--- config.mk ---
export PLATFORM = sky130hd
export DESIGN_NAME = ext_pipe_flat
export DESIGN_NICKNAME = d
export VERILOG_FILES = /design/src/rtl/ext_pipe_pkg.sv /design/src/rtl/ext_pipe_if.sv /design/src/rtl/ext_pipe_func.sv /design/src/rtl/ext_pipe.sv /design/src/flat_wrapper.sv
export SDC_FILE = /design/constraint.sdc
export NUM_CORES = 1
export LEC_CHECK = 0
export BUFFER_PORTS_ARGS = -buffer_cell sky130_fd_sc_hd__buf_2
export CORE_AREA = 8 8 129 95
export DETAILED_ROUTE_END_ITERATION = 7
export DIE_AREA = 0 0 137 103
export PLACE_DENSITY_LB_ADDON = 0.3
export SYNTH_ARGS = -nofsm -noshare
export SYNTH_HDL_FRONTEND = slang
export SYNTH_SLANG_ARGS = --single-unit
--- constraint.sdc ---
create_clock -name clk -period 3.1 [get_ports clk]
set_clock_uncertainty 0.1 [all_clocks]
set_input_delay 0.31 -clock clk [delete_from_list [all_inputs] [get_ports clk]]
set_output_delay 0.31 -clock clk [all_outputs]
set_load 0.005 [all_outputs]
--- src/rtl/ext_pipe_pkg.sv ---
// Shared definitions for the extension unit.
// Holds the 3-bit extension op codes and small decode helpers used by
// the datapath and the buffer.
package ext_pipe_pkg;

   localparam int unsigned EXT_OP_W = 3;

   // SE/ZE/LS keep their historical codes 0/1/2
   typedef enum logic [EXT_OP_W-1:0] {
      EXT_OP_SE   = 3'd0,
      EXT_OP_ZE   = 3'd1,
      EXT_OP_LS   = 3'd2,
      EXT_OP_LB   = 3'd3,
      EXT_OP_LBU  = 3'd4,
      EXT_OP_LH   = 3'd5,
      EXT_OP_LHU  = 3'd6,
      EXT_OP_PASS = 3'd7
   } ext_op_e;

   // Halfword loads are the only ops with an alignment constraint
   function automatic logic op_is_half(ext_op_e op);
      return (op == EXT_OP_LH) || (op == EXT_OP_LHU);
   endfunction

endpackage

--- src/rtl/ext_pipe_if.sv ---
// Request/result handshake bundle for ext_pipe.
// slave : the extension unit (consumes in_*, produces out_*)
// master: the requester/consumer side
// flush travels with the bundle because it belongs to the same pipeline.
interface ext_pipe_if
   import ext_pipe_pkg::*;
#(
   parameter int unsigned DATA_W = 32,
   parameter int unsigned TAG_W  = 4
);
   localparam int unsigned OFF_W = $clog2(DATA_W / 8);

   logic              flush;
   logic              in_valid;
   logic              in_ready;
   ext_op_e           in_op;
   logic [DATA_W-1:0] in_src;
   logic [OFF_W-1:0]  in_off;
   logic [TAG_W-1:0]  in_tag;
   logic              out_valid;
   logic              out_ready;
   logic [DATA_W-1:0] out_data;
   logic              out_err;
   logic [TAG_W-1:0]  out_tag;

   modport slave (
      input  flush, in_valid, in_op, in_src, in_off, in_tag, out_ready,
      output in_ready, out_valid, out_data, out_err, out_tag
   );

   modport master (
      output flush, in_valid, in_op, in_src, in_off, in_tag, out_ready,
      input  in_ready, out_valid, out_data, out_err, out_tag
   );

endinterface

--- src/rtl/ext_pipe_func.sv ---
// ext_func: combinational operand/load-data extension.
// Ports: op_i (ext op), src_i (source word), off_i (byte offset for loads)
//        -> data_o (extended result), err_o (misaligned halfword).
module ext_func
   import ext_pipe_pkg::*;
#(
   parameter int unsigned DATA_W   = 32,
   parameter int unsigned IMM_W    = 16,
   parameter int unsigned LS_SHIFT = 16,
   parameter int unsigned OFF_W    = $clog2(DATA_W / 8)
) (
   input  ext_op_e           op_i,
   input  logic [DATA_W-1:0] src_i,
   input  logic [OFF_W-1:0]  off_i,
   output logic [DATA_W-1:0] data_o,
   output logic              err_o
);

   logic [IMM_W-1:0]  imm;
   logic [DATA_W-1:0] imm_sx;
   logic [15:0]       lane_half;
   logic [7:0]        lane_byte;

   // Sign-extending first then shifting makes LS replicate bit IMM_W+LS_SHIFT-1
   always_comb begin
      imm       = src_i[IMM_W-1:0];
      imm_sx    = {{(DATA_W-IMM_W){imm[IMM_W-1]}}, imm};
      lane_half = 16'(src_i >> {off_i, 3'b000});
      lane_byte = lane_half[7:0];
      data_o    = '0;
      err_o     = 1'b0;
      case (op_i)
         EXT_OP_SE:   data_o = imm_sx;
         EXT_OP_ZE:   data_o = DATA_W'(imm);
         EXT_OP_LS:   data_o = imm_sx << LS_SHIFT;
         EXT_OP_LB:   data_o = {{(DATA_W-8){lane_byte[7]}}, lane_byte};
         EXT_OP_LBU:  data_o = DATA_W'(lane_byte);
         EXT_OP_LH:   data_o = {{(DATA_W-16){lane_half[15]}}, lane_half};
         EXT_OP_LHU:  data_o = DATA_W'(lane_half);
         EXT_OP_PASS: data_o = src_i;
         default:     data_o = '0;
      endcase
      // Odd halfword offset: flag it and squash the data
      if (op_is_half(op_i) && off_i[0]) begin
         data_o = '0;
         err_o  = 1'b1;
      end
   end

endmodule

--- src/rtl/ext_pipe.sv ---
// ext_pipe: extension unit with a 2-entry output buffer.
// Ports: clk, rst_n (sync active-low), bus (ext_pipe_if.slave: flush,
//        in_valid/in_ready/in_op/in_src/in_off/in_tag,
//        out_valid/out_ready/out_data/out_err/out_tag).
// Head entry drives out_*; in_ready/out_valid come straight from flops.
module ext_pipe
   import ext_pipe_pkg::*;
#(
   parameter int unsigned DATA_W   = 32,
   parameter int unsigned IMM_W    = 16,
   parameter int unsigned LS_SHIFT = 16,
   parameter int unsigned TAG_W    = 4
) (
   input  logic      clk,
   input  logic      rst_n,
   ext_pipe_if.slave bus
);

   localparam int unsigned OFF_W = $clog2(DATA_W / 8);
   localparam int unsigned CNT_W = 2;

   typedef struct packed {
      logic [DATA_W-1:0] data;
      logic              err;
      logic [TAG_W-1:0]  tag;
   } entry_t;

   logic [DATA_W-1:0] func_data_c;
   logic              func_err_c;
   entry_t            new_ent;
   entry_t            ent_q [2];
   entry_t            ent_d [2];
   logic [CNT_W-1:0]  cnt_q, cnt_d;
   logic              out_valid_q, out_valid_d;
   logic              in_ready_q, in_ready_d;
   logic              push_c, pop_c;

   ext_func #(
      .DATA_W   (DATA_W),
      .IMM_W    (IMM_W),
      .LS_SHIFT (LS_SHIFT),
      .OFF_W    (OFF_W)
   ) u_func (
      .op_i   (bus.in_op),
      .src_i  (bus.in_src),
      .off_i  (bus.in_off),
      .data_o (func_data_c),
      .err_o  (func_err_c)
   );

   // Buffer next-state: flush wins, then pop/push bookkeeping
   always_comb begin
      cnt_d        = cnt_q;
      ent_d        = ent_q;
      new_ent.data = func_data_c;
      new_ent.err  = func_err_c;
      new_ent.tag  = bus.in_tag;
      push_c       = bus.in_valid && in_ready_q;
      pop_c        = out_valid_q && bus.out_ready;

      if (bus.flush) begin
         cnt_d = '0;
      end else if (push_c && pop_c) begin
         // only reachable with one entry: the new one becomes head
         ent_d[0] = new_ent;
      end else if (pop_c) begin
         ent_d[0] = ent_q[1];
         cnt_d    = cnt_q - CNT_W'(1);
      end else if (push_c) begin
         if (cnt_q == '0) ent_d[0] = new_ent;
         else             ent_d[1] = new_ent;
         cnt_d = cnt_q + CNT_W'(1);
      end

      out_valid_d = (cnt_d != '0);
      in_ready_d  = (cnt_d != CNT_W'(2));
   end

   always_ff @(posedge clk) begin
      if (!rst_n) begin
         cnt_q       <= '0;
         ent_q[0]    <= '0;
         ent_q[1]    <= '0;
         out_valid_q <= 1'b0;
         in_ready_q  <= 1'b1;
      end else begin
         cnt_q       <= cnt_d;
         ent_q       <= ent_d;
         out_valid_q <= out_valid_d;
         in_ready_q  <= in_ready_d;
      end
   end

   assign bus.in_ready  = in_ready_q;
   assign bus.out_valid = out_valid_q;
   assign bus.out_data  = ent_q[0].data;
   assign bus.out_err   = ent_q[0].err;
   assign bus.out_tag   = ent_q[0].tag;

endmodule

--- src/flat_wrapper.sv ---
// flat-port wrapper written by rule: the top's interface ports become plain ports
module ext_pipe_flat import ext_pipe_pkg::*;
#(
   parameter int unsigned DATA_W   = 32,
   parameter int unsigned IMM_W    = 16,
   parameter int unsigned LS_SHIFT = 16,
   parameter int unsigned TAG_W    = 4
)
  (clk, rst_n, bus_flush, bus_in_valid, bus_in_op, bus_in_src, bus_in_off, bus_in_tag, bus_out_ready, bus_in_ready, bus_out_valid, bus_out_data, bus_out_err, bus_out_tag);
  ext_pipe_if #(.DATA_W(DATA_W), .TAG_W(TAG_W)) bus_i ();
  input  logic clk;
  input  logic rst_n;
  input wire logic [$bits(bus_i.flush)-1:0] bus_flush;
  input wire logic [$bits(bus_i.in_valid)-1:0] bus_in_valid;
  input wire logic [$bits(bus_i.in_op)-1:0] bus_in_op;
  input wire logic [$bits(bus_i.in_src)-1:0] bus_in_src;
  input wire logic [$bits(bus_i.in_off)-1:0] bus_in_off;
  input wire logic [$bits(bus_i.in_tag)-1:0] bus_in_tag;
  input wire logic [$bits(bus_i.out_ready)-1:0] bus_out_ready;
  output wire logic [$bits(bus_i.in_ready)-1:0] bus_in_ready;
  output wire logic [$bits(bus_i.out_valid)-1:0] bus_out_valid;
  output wire logic [$bits(bus_i.out_data)-1:0] bus_out_data;
  output wire logic [$bits(bus_i.out_err)-1:0] bus_out_err;
  output wire logic [$bits(bus_i.out_tag)-1:0] bus_out_tag;
  assign bus_i.flush = bus_flush;
  assign bus_i.in_valid = bus_in_valid;
  assign bus_i.in_op = bus_in_op;
  assign bus_i.in_src = bus_in_src;
  assign bus_i.in_off = bus_in_off;
  assign bus_i.in_tag = bus_in_tag;
  assign bus_i.out_ready = bus_out_ready;
  assign bus_in_ready = bus_i.in_ready;
  assign bus_out_valid = bus_i.out_valid;
  assign bus_out_data = bus_i.out_data;
  assign bus_out_err = bus_i.out_err;
  assign bus_out_tag = bus_i.out_tag;
  ext_pipe #(.DATA_W(DATA_W), .IMM_W(IMM_W), .LS_SHIFT(LS_SHIFT), .TAG_W(TAG_W)) u_core (.clk(clk), .rst_n(rst_n), .bus(bus_i));
endmodule
# Word level (Yosys, flattened, before mapping)
# Cells that the tools add are included.
dict set report classes {
  add_sub_neg 2
  mul 0
  div 0
  n_lt_le_gt_ge 0
  eq_ne 8
  shifts 1
  mux 12
  bitwise 4
  reduce_logical 12
}
# cell n
set op_table {}
lappend op_table {{32-bit case mux with 8 select lines} 1}
lappend op_table {{37-bit 2-to-1 mux} 4}
lappend op_table {{74-bit 2-to-1 mux} 1}
lappend op_table {{32-bit 2-to-1 mux} 1}
lappend op_table {{32-bit by 5-bit >> shifter with 16-bit output} 1}
lappend op_table {{3-bit == test (second input constant)} 4}
lappend op_table {{2-bit 2-to-1 mux} 4}
lappend op_table {{3-bit by 2-bit == test with 1-bit output (second input constant)} 2}
lappend op_table {{3-bit nonzero test} 2}
lappend op_table {{5-bit AND reduction} 1}
lappend op_table {{1-bit logical AND} 4}
lappend op_table {{1-bit inverter} 4}
lappend op_table {{3-bit by 1-bit == test with 1-bit output (second input constant)} 1}
lappend op_table {{3-bit zero test} 1}
lappend op_table {{3-bit AND reduction} 1}
lappend op_table {{2-bit by 1-bit adder with 2-bit output (second input constant)} 1}
lappend op_table {{2-bit zero test} 1}
lappend op_table {{2-bit inequality test (second input constant)} 1}
lappend op_table {{2-bit nonzero test} 1}
lappend op_table {{2-bit by 1-bit subtractor with 2-bit output (second input constant)} 1}
lappend op_table {{1-bit logical OR} 1}
lappend op_table {{1-bit 2-to-1 mux} 1}
dict set report totals {
  ff_bits 78
  latchBits 0
  ramBits 0
  romBits 0
  out_inout_bits 39
  elab_cells 48
  memories 0
}

# Longest topological paths before layout
# Gate-level depths: netlist of run 1.
dict set report depth {
  ltp_word 8
  depth_mapped 8
  mapped_depth_nobuf 7
}

# Hierarchy
# Synthesis of run 1 repeated with hierarchy kept, for this count alone.
dict set report unflattened {
  hier_cells 572
  area_unflattened_um2 4590.7
}
# module n_inst cells_per_inst area_per_inst_um2
set modules_own_cells {}
lappend modules_own_cells {ext_pipe 1 406 3494.6}
lappend modules_own_cells {ext_func 1 166 1096.1}

# Worst setup path after synthesis of run 1
# No wires, ideal clock.
dict set report synth_timing {
  path_type {reg2reg}
  startpoint {reg u_core.cnt_q[0]}
  endpoint {reg u_core.ent_q, in the netlist u_core.bus.out_data[14]}
  setup_ps 57
  arrival_ps 1788
  setup_slack_ps 1155
  stages_incl_launch_ff 8
  n_path_buf 1
  synth_period_minus_slack_ps 1945
  path_cell_list {dfxtp_1 inv_1 ha_1 nand3_1 a21oi_1 clkbuf_1 o221ai_1 o21ba_2}
}
dict set report synth_between {
  elab_chain_len 3
}
# item line_no
set synth_rtl {}
lappend synth_rtl {{start: declaration} ext_pipe.sv:33} ;# logic [CNT_W-1:0] cnt_q, cnt_d;
lappend synth_rtl {{start signal: assignment} ext_pipe.sv:87} ;# cnt_q <= cnt_d;
lappend synth_rtl {{2-bit zero test} ext_pipe.sv:70} ;# if (cnt_q == '0) ent_d[0] = new_ent;
lappend synth_rtl {{3-bit nonzero test (no source line)} -}
lappend synth_rtl {{3-bit AND reduction (no source line)} -}
lappend synth_rtl {{end signal: assignment} ext_pipe.sv:88} ;# ent_q <= ent_d;
lappend synth_rtl {{end: declaration} ext_pipe.sv:31} ;# entry_t ent_q [2];
# Every way passes these cells.
# A chain may end at the register's enable or synchronous reset.

# Worst setup path in the final report of run 1
dict set report layout_timing {
  startpoint {in bus_in_off[1]}
  endpoint {reg u_core.ent_q, in the netlist u_core.bus.out_data[31]}
}
dict set report layout_between {
  elab_chain_len 7
}
# item line_no
set layout_rtl {}
lappend layout_rtl {{start: declaration} flat_wrapper.sv:17} ;# input wire logic [$bits(bus_i.in_off)-1:0] bus_in_off;
lappend layout_rtl {{32-bit by 5-bit >> shifter with 16-bit output (*)} ext_pipe_func.sv:28} ;# lane_half = 16'(src_i >> {off_i, 3'b000});
lappend layout_rtl {{32-bit case mux with 8 select lines (*)} ext_pipe_func.sv:32} ;# case (op_i)
lappend layout_rtl {{32-bit 2-to-1 mux (*)} ext_pipe_func.sv:44} ;# if (op_is_half(op_i) && off_i[0]) begin
lappend layout_rtl {{37-bit 2-to-1 mux} ext_pipe.sv:70}
lappend layout_rtl {{74-bit 2-to-1 mux} ext_pipe.sv:69} ;# end else if (push_c) begin
lappend layout_rtl {{37-bit 2-to-1 mux} ext_pipe.sv:66} ;# end else if (pop_c) begin
lappend layout_rtl {{37-bit 2-to-1 mux (*)} ext_pipe.sv:63} ;# end else if (push_c && pop_c) begin
# Every way passes the cells marked *; elsewhere a longest branch is shown, timed or not. The select of a mux whose other input is x is not followed.

==> impl_results.md, run 1 <==
- Outcome: completed
- Fraction of layout cells with a size suffix above 1: 25.25%
- Layout Area Growth over Synthesis: 13.06%
- Clk buf depth: 2
- Post-synth top area cell: dfxtp_1
- Postcts setup bufs: 0
- Ys async rst share: 0%
- Tcrit/Tclk final: 77.43%
- Synth Area per Inst: 9.012 sq um
- Max VDD drop: 250.2 uV
- Core Region: 10,160 sq um
- PwrDens: 580.7 nW/um^2
- Most frequent cells after synthesis: dfxtp_1, buf_4, o21ai_0
- Hold path startpoint: bus_in_tag[2]
- Largest net degree at the start of global routing: 51
- Via count: 3,917
- Count leader, synth: dfxtp_1
- Dominant cells by area after synthesis: dfxtp_1, buf_4, a221o_1
- Core Util, Final: 47.43%
- Clk Latency, worst-skew pair: 340 ps
- Gpl congestion: 0.8911
- DP Area: 4473 sq um
- Die ar.: 14,110 sq um
- RR Startpoint: u_core.bus.in_ready
- Clock root buffer: clkbuf_16
- Remaining antenna violation count: 0
- Final Hold Viols: 0
- Htree depth: 3
- Hold path depth: 3
- Critical Path Source Type: input pin
- Minimum clock period: 2400 ps
- Worst Setup SP: bus_in_off[1]
- Slew headroom: 48.78%
- Cell area after layout: 4820 sq um
- Post-CTS sizing: 0
- Die H: 103 microns
- CP Class: in -> reg
- First-pass GRT wire length: 20,070 microns
- Final count of pins violating max slew: 0
- Final wirelength: 12,590 microns
- Final net count: 546
- Port Buffer Count: 84
- Vias in the first global route: 3,717
- N_diodes: 0
- Chip Width: 137 microns
- Total I/O pin count: 85
- Tightest Pin Transition: 768.3 ps
- Worst-path maximum fanout: 26
- WL/cell: 19.82 microns
- FF-to-FF End: u_core.bus.out_data[27]
- Mapped Nets: 520
- Number of remaining DRC errors: 0
- DP HPWL: 9112 microns
- Worst reg2reg path depth: 6
- Critical Path End Type: flop
- WHS: 157.8 ps
- Top-area cell type share of the netlist area: 36.63%
- WP data required: 3170 ps
- DRT iter0 DRCs: 379
- Netlist Area Pre-Place: 4263 sq um
- Ys Warns: 0
- Highest Clock Rate: 416.6 MHz
- Seq/Total Area, Yosys: 36.63%
- Crit path DAT: 2470 ps
- Reg clk slew, reported paths: 60 ps
- Starting Density: 41.95%
- Number of rows in the core area: 31
- Main synth FF type: dfxtp_1
- Grt ovf: 0
- Worst min path class: in -> reg
- Tot GR Track Use: 18.04%
- CTS tree: yes
- #FFs+latches synth: 78
- Number of distinct library cells after synthesis: 52
- Initial antenna violation count: 0
- TNS Setup: 0 ps
- Setup-failing EPs final: 0
- RSZ-0062 raised after global routing: false
- Pleak: 0.001987 uW
- First-pass iteration count of the detailed router: 5
- EDFF count, synth: 0
- Synth Instances: 473
- WHS Endpoint: u_core.ent_q[2]
- Cts bufs inserted: 9
- Vias/cell: 6.169
- Total Power: 2799 uW
- Num Clock Sinks: 78
- Hold buffers post-CTS: 0
- R2r setup slk: 720 ps
- MaxCap Viol Count: 0
-- routing by layer --
metal  vias to the layer above  GRT usage [%]  share of wire (%)
met4                         0          4.908               0.84
met5                         -              0                  0
li1                       1820              -                  -
met3                        11          5.258                8.8
met2                       169          25.62                 41
met1                      1917          25.78                 49
-- state kept, by name, summed over array words and instances, names as in the netlist --
signal                cells
u_core.ent_q             37
u_core.bus.out_data      32
u_core.bus.out_tag        4
u_core.cnt_q              2
u_core.bus.in_ready       1
u_core.bus.out_err        1
u_core.bus.out_valid      1
-- logic make-up (layout without fill, tap and decap cells) --
kind of cell	after synthesis	in the layout	synth area share [%]
xor gates and xnor gates	2	2	0.4110
buffers and inverters	84	114	11.83
and+or+nand+nor	93	93	10.71
adders and majority gates	3	3	0.7924
muxes	13	13	3.346
DFF	78	78	36.63
AOI/OAI and AO/OA	200	200	36.28
-- critical path, cell delays in order --
cell,delay (ps)
buf_2,380
mux4_2,600
nor3b_4,170
buf_4,230
a21oi_2,590
a21oi_1,190
-- area by class of cell --
cell class / count / area, sq um
Fill cell: 982 / 5343
Multi-Input combinational cell: 311 / 2216
Sequential cell: 78 / 1562
Timing Repair Buffer: 95 / 515.5
Clock buffer: 10 / 239.0
Tap cell: 132 / 165.2
Clock inverter: 5 / 107.6
Inverter: 4 / 15.01
-- per-stage QoR --
stage | worst slack [ps] | std cells
2_1_floorplan | 1155 | 473
3_3_place_gp | 499.9 | 620
3_5_place_dp | 417.6 | 620
4_1_cts | 683.2 | 635
5_1_grt | 522.8 | 635
6_report | 699.7 | 635
-- layout by cell type (no fill, tap or decap), drive strengths merged, types with 2 or more instances in the layout --
master   count
a22o         9
a221o       23
mux2i       12
a21oi       30
nor2b        8
o21ai       34
a21o         9
a32oi       17
nor2        28
a31oi        2
dfxtp       78
clkbuf      10
o21ba        7
maj3         2
bufinv       3
nor3b        5
inv          3
o221ai       7
o2bb2ai     24
o211ai       9
buf         95
and2         5
nand2b       4
clkinv       3
nand2       25
o211a        8
nand3       15
a22oi        8
a221oi       5
-- how the worst max path moves through the flow --
stage	cells after the start	end	slack, ps
2_1_floorplan	7	u_core.bus.out_data[14]	1150
3_3_place_gp	6	u_core.bus.out_data[19]	500
3_5_place_dp	6	u_core.bus.out_data[31]	420
4_1_cts	5	u_core.bus.out_data[31]	680
5_1_grt	6	u_core.bus.out_data[24]	520
6_report	6	u_core.bus.out_data[31]	700
-- where the power goes --
part | internal [uW] | switching (uW) | total (uW)
Combinational | 195 | 295 | 490
Clock | 806 | 411 | 1220
Sequential | 1060 | 29.2 | 1090
Total | 2060 | 735 | 2800
Note: power is estimated with default switching activity, not from simulation.
==> inputs of run 2 (changes only) <==
- clock period: 3.1 -> 2.4 ns (I/O delays scaled with it)
==> impl_results.md, run 2 (synthesis gave the netlist of run 1 again) <==
- Fraction of layout cells with a size suffix above 1: 26.99%
- Crit path max-delay family: compound AO/OA/AOI/OAI gates
- Routed met2 length: 5341 microns
- Setup-failing EPs final: 0
- RSZ-0062 raised after global routing: false
- WP buf/inv: 1
- Clock share of power: 42.3%
- DP Area: 4571 sq um
- Sequential fraction of design power: 39.6%
- Met1 Wirelength: 6229 microns
- Post-CTS sizing: 0
- Number of remaining DRC errors: 0
- WP data required: 2530 ps
- CP cell instances: inv_1 > ha_1 > nand3_1 > a21o_1 > a21o_1 > o221ai_1 > o21ba_2
- Num Clock Sinks: 78
- Grt ovf: 0
- Core Region: 10,160 sq um
- Worst reg2reg path depth: 7
- Htree depth: 3
- Cell mode on critical path: a21o_1
- Clk Latency, worst-skew pair: 340 ps
- Chip Width: 137 microns
- Routed length on met3: 1153 microns
- Crit-path slowest cell: a21o_1
- Final wirelength: 12,850 microns
- Biggest register: u_core.ent_q
- Cell area after layout: 4896 sq um
- Cts bufs inserted: 9
- First-pass iteration count of the detailed router: 5
- Cell internal pwr: 2637 uW
- Tot GR Track Use: 18.36%
- WHS Endpoint: u_core.ent_q[3]
- Hold path startpoint: bus_in_tag[3]
- Minimum clock period: 2063 ps
- DP HPWL: 9497 microns
- Slew headroom: 58.13%
- Crit path DAT: 2190 ps
- Clk buf depth: 2
- Final Hold Viols: 0
- Vias/cell: 6.068
- Hold path depth: 3
- Critical Path Max Stage Delay: 430 ps
- PwrDens: 729.1 nW/um^2
- Max reg flops: 37
- Final count of pins violating max slew: 0
- Port Buffer Count: 84
- Initial antenna violation count: 0
- Critical Path End Type: flop
- Vias in the first global route: 3,905
- Final net count: 559
- Reg clk slew, reported paths: 60 ps
- WL/cell: 19.86 microns
- TNS Setup: 0 ps
- Number of rows in the core area: 31
- Die H: 103 microns
- Most common cell after layout, fill and taps aside: buf_2
- Most frequent cells in the layout: buf_2, dfxtp_1, o21ai_0
- Via count: 3,926
- Sw Ratio: 26.11%
- Tcrit/Tclk final: 85.96%
- Critical Path Source Type: flop
- N_diodes: 0
- Gpl congestion: 0.9725
- Outcome: completed
- Starting Density: 41.95%
- MaxCap Viol Count: 0
- First-pass GRT wire length: 20,220 microns
- FF-to-FF End: u_core.bus.out_data[10]
- Largest net degree at the start of global routing: 40
- DRT iter0 DRCs: 270
- Worst-path maximum fanout: 15
- CP Class: reg -> reg
- Clock root buffer: clkbuf_16
- Max VDD drop: 347.5 uV
- R2r setup slk: 340 ps
- WHS: 92.10 ps
- Hold buffers post-CTS: 0
- Postcts setup bufs: 0
- NetSw: 932.0 uW
- Remaining antenna violation count: 0
- CTS tree: yes
- Die ar.: 14,110 sq um
- Pleak: 0.002042 uW
- Total I/O pin count: 85
- Worst min path class: in -> reg
- Layout Area Growth over Synthesis: 14.85%
- RR Startpoint: u_core.cnt_q[0]
- Highest Clock Rate: 484.7 MHz
- Combinational Power Share: 18.1%
- Tightest Pin Transition: 626.7 ps
- Highest routed layer: met4
[run 2: cell types whose count changed in the layout (fill, tap and decap cells not counted)]
cell      change
clkinv_2      +2
clkbuf_8      -1
clkinv_4      -2
buf_4        +13
[run 2: layout make-up]
cell class / count / area, sq um
Clock buffer: 9 / 225.2
Clock inverter: 5 / 100.1
Fill cell: 977 / 5266
Inverter: 4 / 15.01
Multi-Input combinational cell: 311 / 2216
Sequential cell: 78 / 1562
Tap cell: 132 / 165.2
Timing Repair Buffer: 108 / 613.1
[run 2: tightest hold or removal path: cells and delay by family]
kind / cells / cell delay [ps]
and+or+nand+nor: 1 / 100
buffers and inverters: 1 / 90
muxes: 1 / 60
[run 2: stage by stage]
step / total power, uW / util, % / std cells / worst slack, ps
3_5_place_dp: 2080 / 44.98 / 633 / 257.1
3_3_place_gp: 2066 / 44.98 / 633 / 289.1
4_1_cts: 3597 / 48.18 / 647 / 330.3
2_1_floorplan: 1895 / - / 473 / 454.8
6_report: 3569 / 48.18 / 647 / 337.1
5_1_grt: 3728 / 48.18 / 647 / 210.0
[run 2: worst max-delay path by stage]
stage | slack, ps | to | cells past startpoint | startpoint
floorplan | 450 | u_core.bus.out_data[14] | 7 | u_core.cnt_q[0]
global placement | 290 | u_core.bus.out_data[22] | 6 | bus_in_off[1]
detailed placement | 260 | u_core.ent_q[29] | 7 | bus_in_off[1]
CTS | 330 | u_core.bus.out_data[12] | 7 | u_core.cnt_q[0]
global route | 210 | u_core.bus.out_data[9] | 7 | u_core.cnt_q[0]
finish | 340 | u_core.bus.out_data[10] | 7 | u_core.cnt_q[0]
[run 2: power by group through the flow]
stage                     logic, uW  clock network (uW)  registers [uW]
after global routing            708                1600            1420
after global placement          629                   0            1440
after CTS                       643                1540            1410
after floorplan                 467                   0            1430
final                           648                1510            1410
after detailed placement        640                   0            1440
[run 2: metal layers]
metal  vias to the layer above  global-route usage, %
met4                         0                  4.908
met3                        10                  5.696
met1                      1918                  25.47
li1                       1844                      -
met2                       154                  26.81
met5                         -                      0
==> inputs of run 3 (changes only) <==
- RECOVER_POWER: default -> 50
- clock period: 2.4 -> 1.8 ns (I/O delays scaled with it)
==> impl_results.md, run 3 (synthesis gave the netlist of run 1 again) <==
- First-pass GRT wire length: 20,990 microns
- Highest Clock Rate: 559.7 MHz
- Vias/cell: 5.900
- Final wirelength: 13,660 microns
- Sequential fraction of design power: 39.8%
- Total I/O pin count: 85
- PwrDens: 895.8 nW/um^2
- DP HPWL: 10,190 microns
- Reg clk slew, reported paths: 70 ps
- Cts bufs inserted: 9
- Clk Latency, worst-skew pair: 340 ps
- Grt ovf: 0
- Clk buf depth: 2
- CP cell instances: and2_1 > nand2_1 > buf_4 > a2111oi_4 > buf_4 > nand2_1 > o2bb2ai_1
- Die H: 103 microns
- Cell internal pwr: 3369 uW
- Core Util, Final: 51.96%
- Tot GR Track Use: 19.30%
- Most frequent cells in the layout: dfxtp_1, buf_2, buf_4
- Crit path DAT: 1960 ps
- Starting Density: 41.95%
- Final Hold Viols: 0
- Slew headroom: 55.43%
- Fraction of layout cells with a size suffix above 1: 28.65%
- Number of remaining DRC errors: 0
- Die ar.: 14,110 sq um
- Crit-path slowest cell: a2111oi_4
- DRT iter0 DRCs: 356
- Met3 Use GR: 6.378%
- Port Buffer Count: 84
- Cell area after layout: 5280 sq um
- Footprint of the multi-input gates: 2252 sq um
- Critical Path End Type: flop
- WL/cell: 19.89 microns
- Final count of pins violating max slew: 0
- Worst-path maximum fanout: 10
- Filler Cell Count: 957
- Vias in the first global route: 3,834
- Worst min path class: in -> reg
- First-pass iteration count of the detailed router: 4
- Gr busiest metal: met2
- Initial antenna violation count: 0
- Largest net degree at the start of global routing: 38
- Via count: 4,053
- N_diodes: 0
- Chip Width: 137 microns
- Minimum clock period: 1787 ps
- Most common cell after layout, fill and taps aside: dfxtp_1
- TNS Setup: 0 ps
- Final net count: 597
- Met1 Usage GRT: 26.86%
- Tcrit/Tclk final: 99.27%
- DP Area: 4928 sq um
- Sw Ratio: 28.77%
- MaxCap Viol Count: 0
- WP data required: 1980 ps
- RSZ-0062 raised after global routing: true
- Biggest register: u_core.ent_q
- Clock root buffer: clkbuf_16
- Clock share of power: 38.8%
- Layout Area Growth over Synthesis: 23.86%
- Pleak: 0.002152 uW
- CTS tree: yes
- Remaining antenna violation count: 0
- Critical Path Source Type: flop
- FF+latch area: 1562 sq um
- Outcome: completed
- Htree depth: 3
- Core Region: 10,160 sq um
- CP Class: reg -> reg
- Num Clock Sinks: 78
- Number of rows in the core area: 31
- Max reg flops: 37
- Max VDD drop: 490.9 uV
- Critical Path Max Stage Delay: 410 ps
- Setup-failing EPs final: 0
- Combinational Power Share: 21.4%
- Gpl congestion: 0.8965
- NetSw: 1361 uW
- Tightest Pin Transition: 667.2 ps
- M2 GR Usage: 28.16%
run 3: cell types whose count changed in the layout (fill, tap and decap cells not counted), sizes merged:
cell	previous run	this run
clkbuf	9	35
buf	108	120
bufinv	3	1
clkinvlp	0	2
inv	3	5
run 3: layout make-up:
cell class                      instances  area share (%)
Multi-Input combinational cell        311           42.65
Timing Repair Buffer                  146           18.72
Clock buffer                            9           4.265
Tap cell                              132           3.128
Clock inverter                          7           1.374
Sequential cell                        78           29.57
Inverter                                4          0.2844
run 3: power by group through the flow:
| stage | Sequential [uW] | Combinational (uW) | Clock (uW) |
|---|---|---|---|
| 6_report | 1880 | 1010 | 1840 |
| 5_1_grt | 1890 | 1100 | 1930 |
| 4_1_cts | 1880 | 987 | 1860 |
| 3_5_place_dp | 1920 | 976 | 0 |
| 3_3_place_gp | 1910 | 956 | 0 |
| 2_1_floorplan | 1900 | 624 | 0 |
run 3: final timing paths:
| check | start | endpoint | slack (ps) | cells after the start |
|---|---|---|---|---|
| worst max register to register | u_core.bus.in_ready | u_core.ent_q[28] | 10 | 7 |
| worst max-delay path | u_core.bus.in_ready | u_core.ent_q[28] | 10 | 7 |
| worst min-delay path | bus_in_tag[2] | u_core.ent_q[2] | 20 | 3 |
| worst min register to register | u_core.ent_q[29] | u_core.ent_q[29] | 370 | 1 |
run 3: metrics by stage:
stage | instances | worst slack [ps] | hold WS, ps | total power [uW]
6_report | 687 | 13.18 | 24.67 | 4730
5_1_grt | 687 | -26.27 | 32.37 | 4921
3_5_place_dp | 669 | -199.7 | 348.4 | 2892
4_1_cts | 685 | 4.027 | 20.41 | 4725
3_3_place_gp | 669 | -186.8 | 345.3 | 2869
2_1_floorplan | 473 | -22.65 | 249.5 | 2529
run 3: worst max-delay path, delay by kind of cell (launching register included):
family                 cells  cell delay, ps
AO/OA/AOI/OAI              2             550
buffers and inverters      2             430
flip-flops                 1             320
AND/OR/NAND/NOR            3             310
run 3: layer usage:
layer,vias to the layer above,part of all wire (%),routed length [microns]
met5,-,0,0
met4,0,0.83,114
met3,10,8.0,1090
met2,178,43,5886
met1,1939,48,6570
li1,1926,-,-
run 3: what timing repair did:
action	4_1_cts	5_1_grt
hold endpoints to repair	0	0
endpoints found under the setup margin	29	31
gates resized for setup	6	3
hold buffers	0	0
pin swaps	0	1
buffers inserted	0	1
cloned	0	1
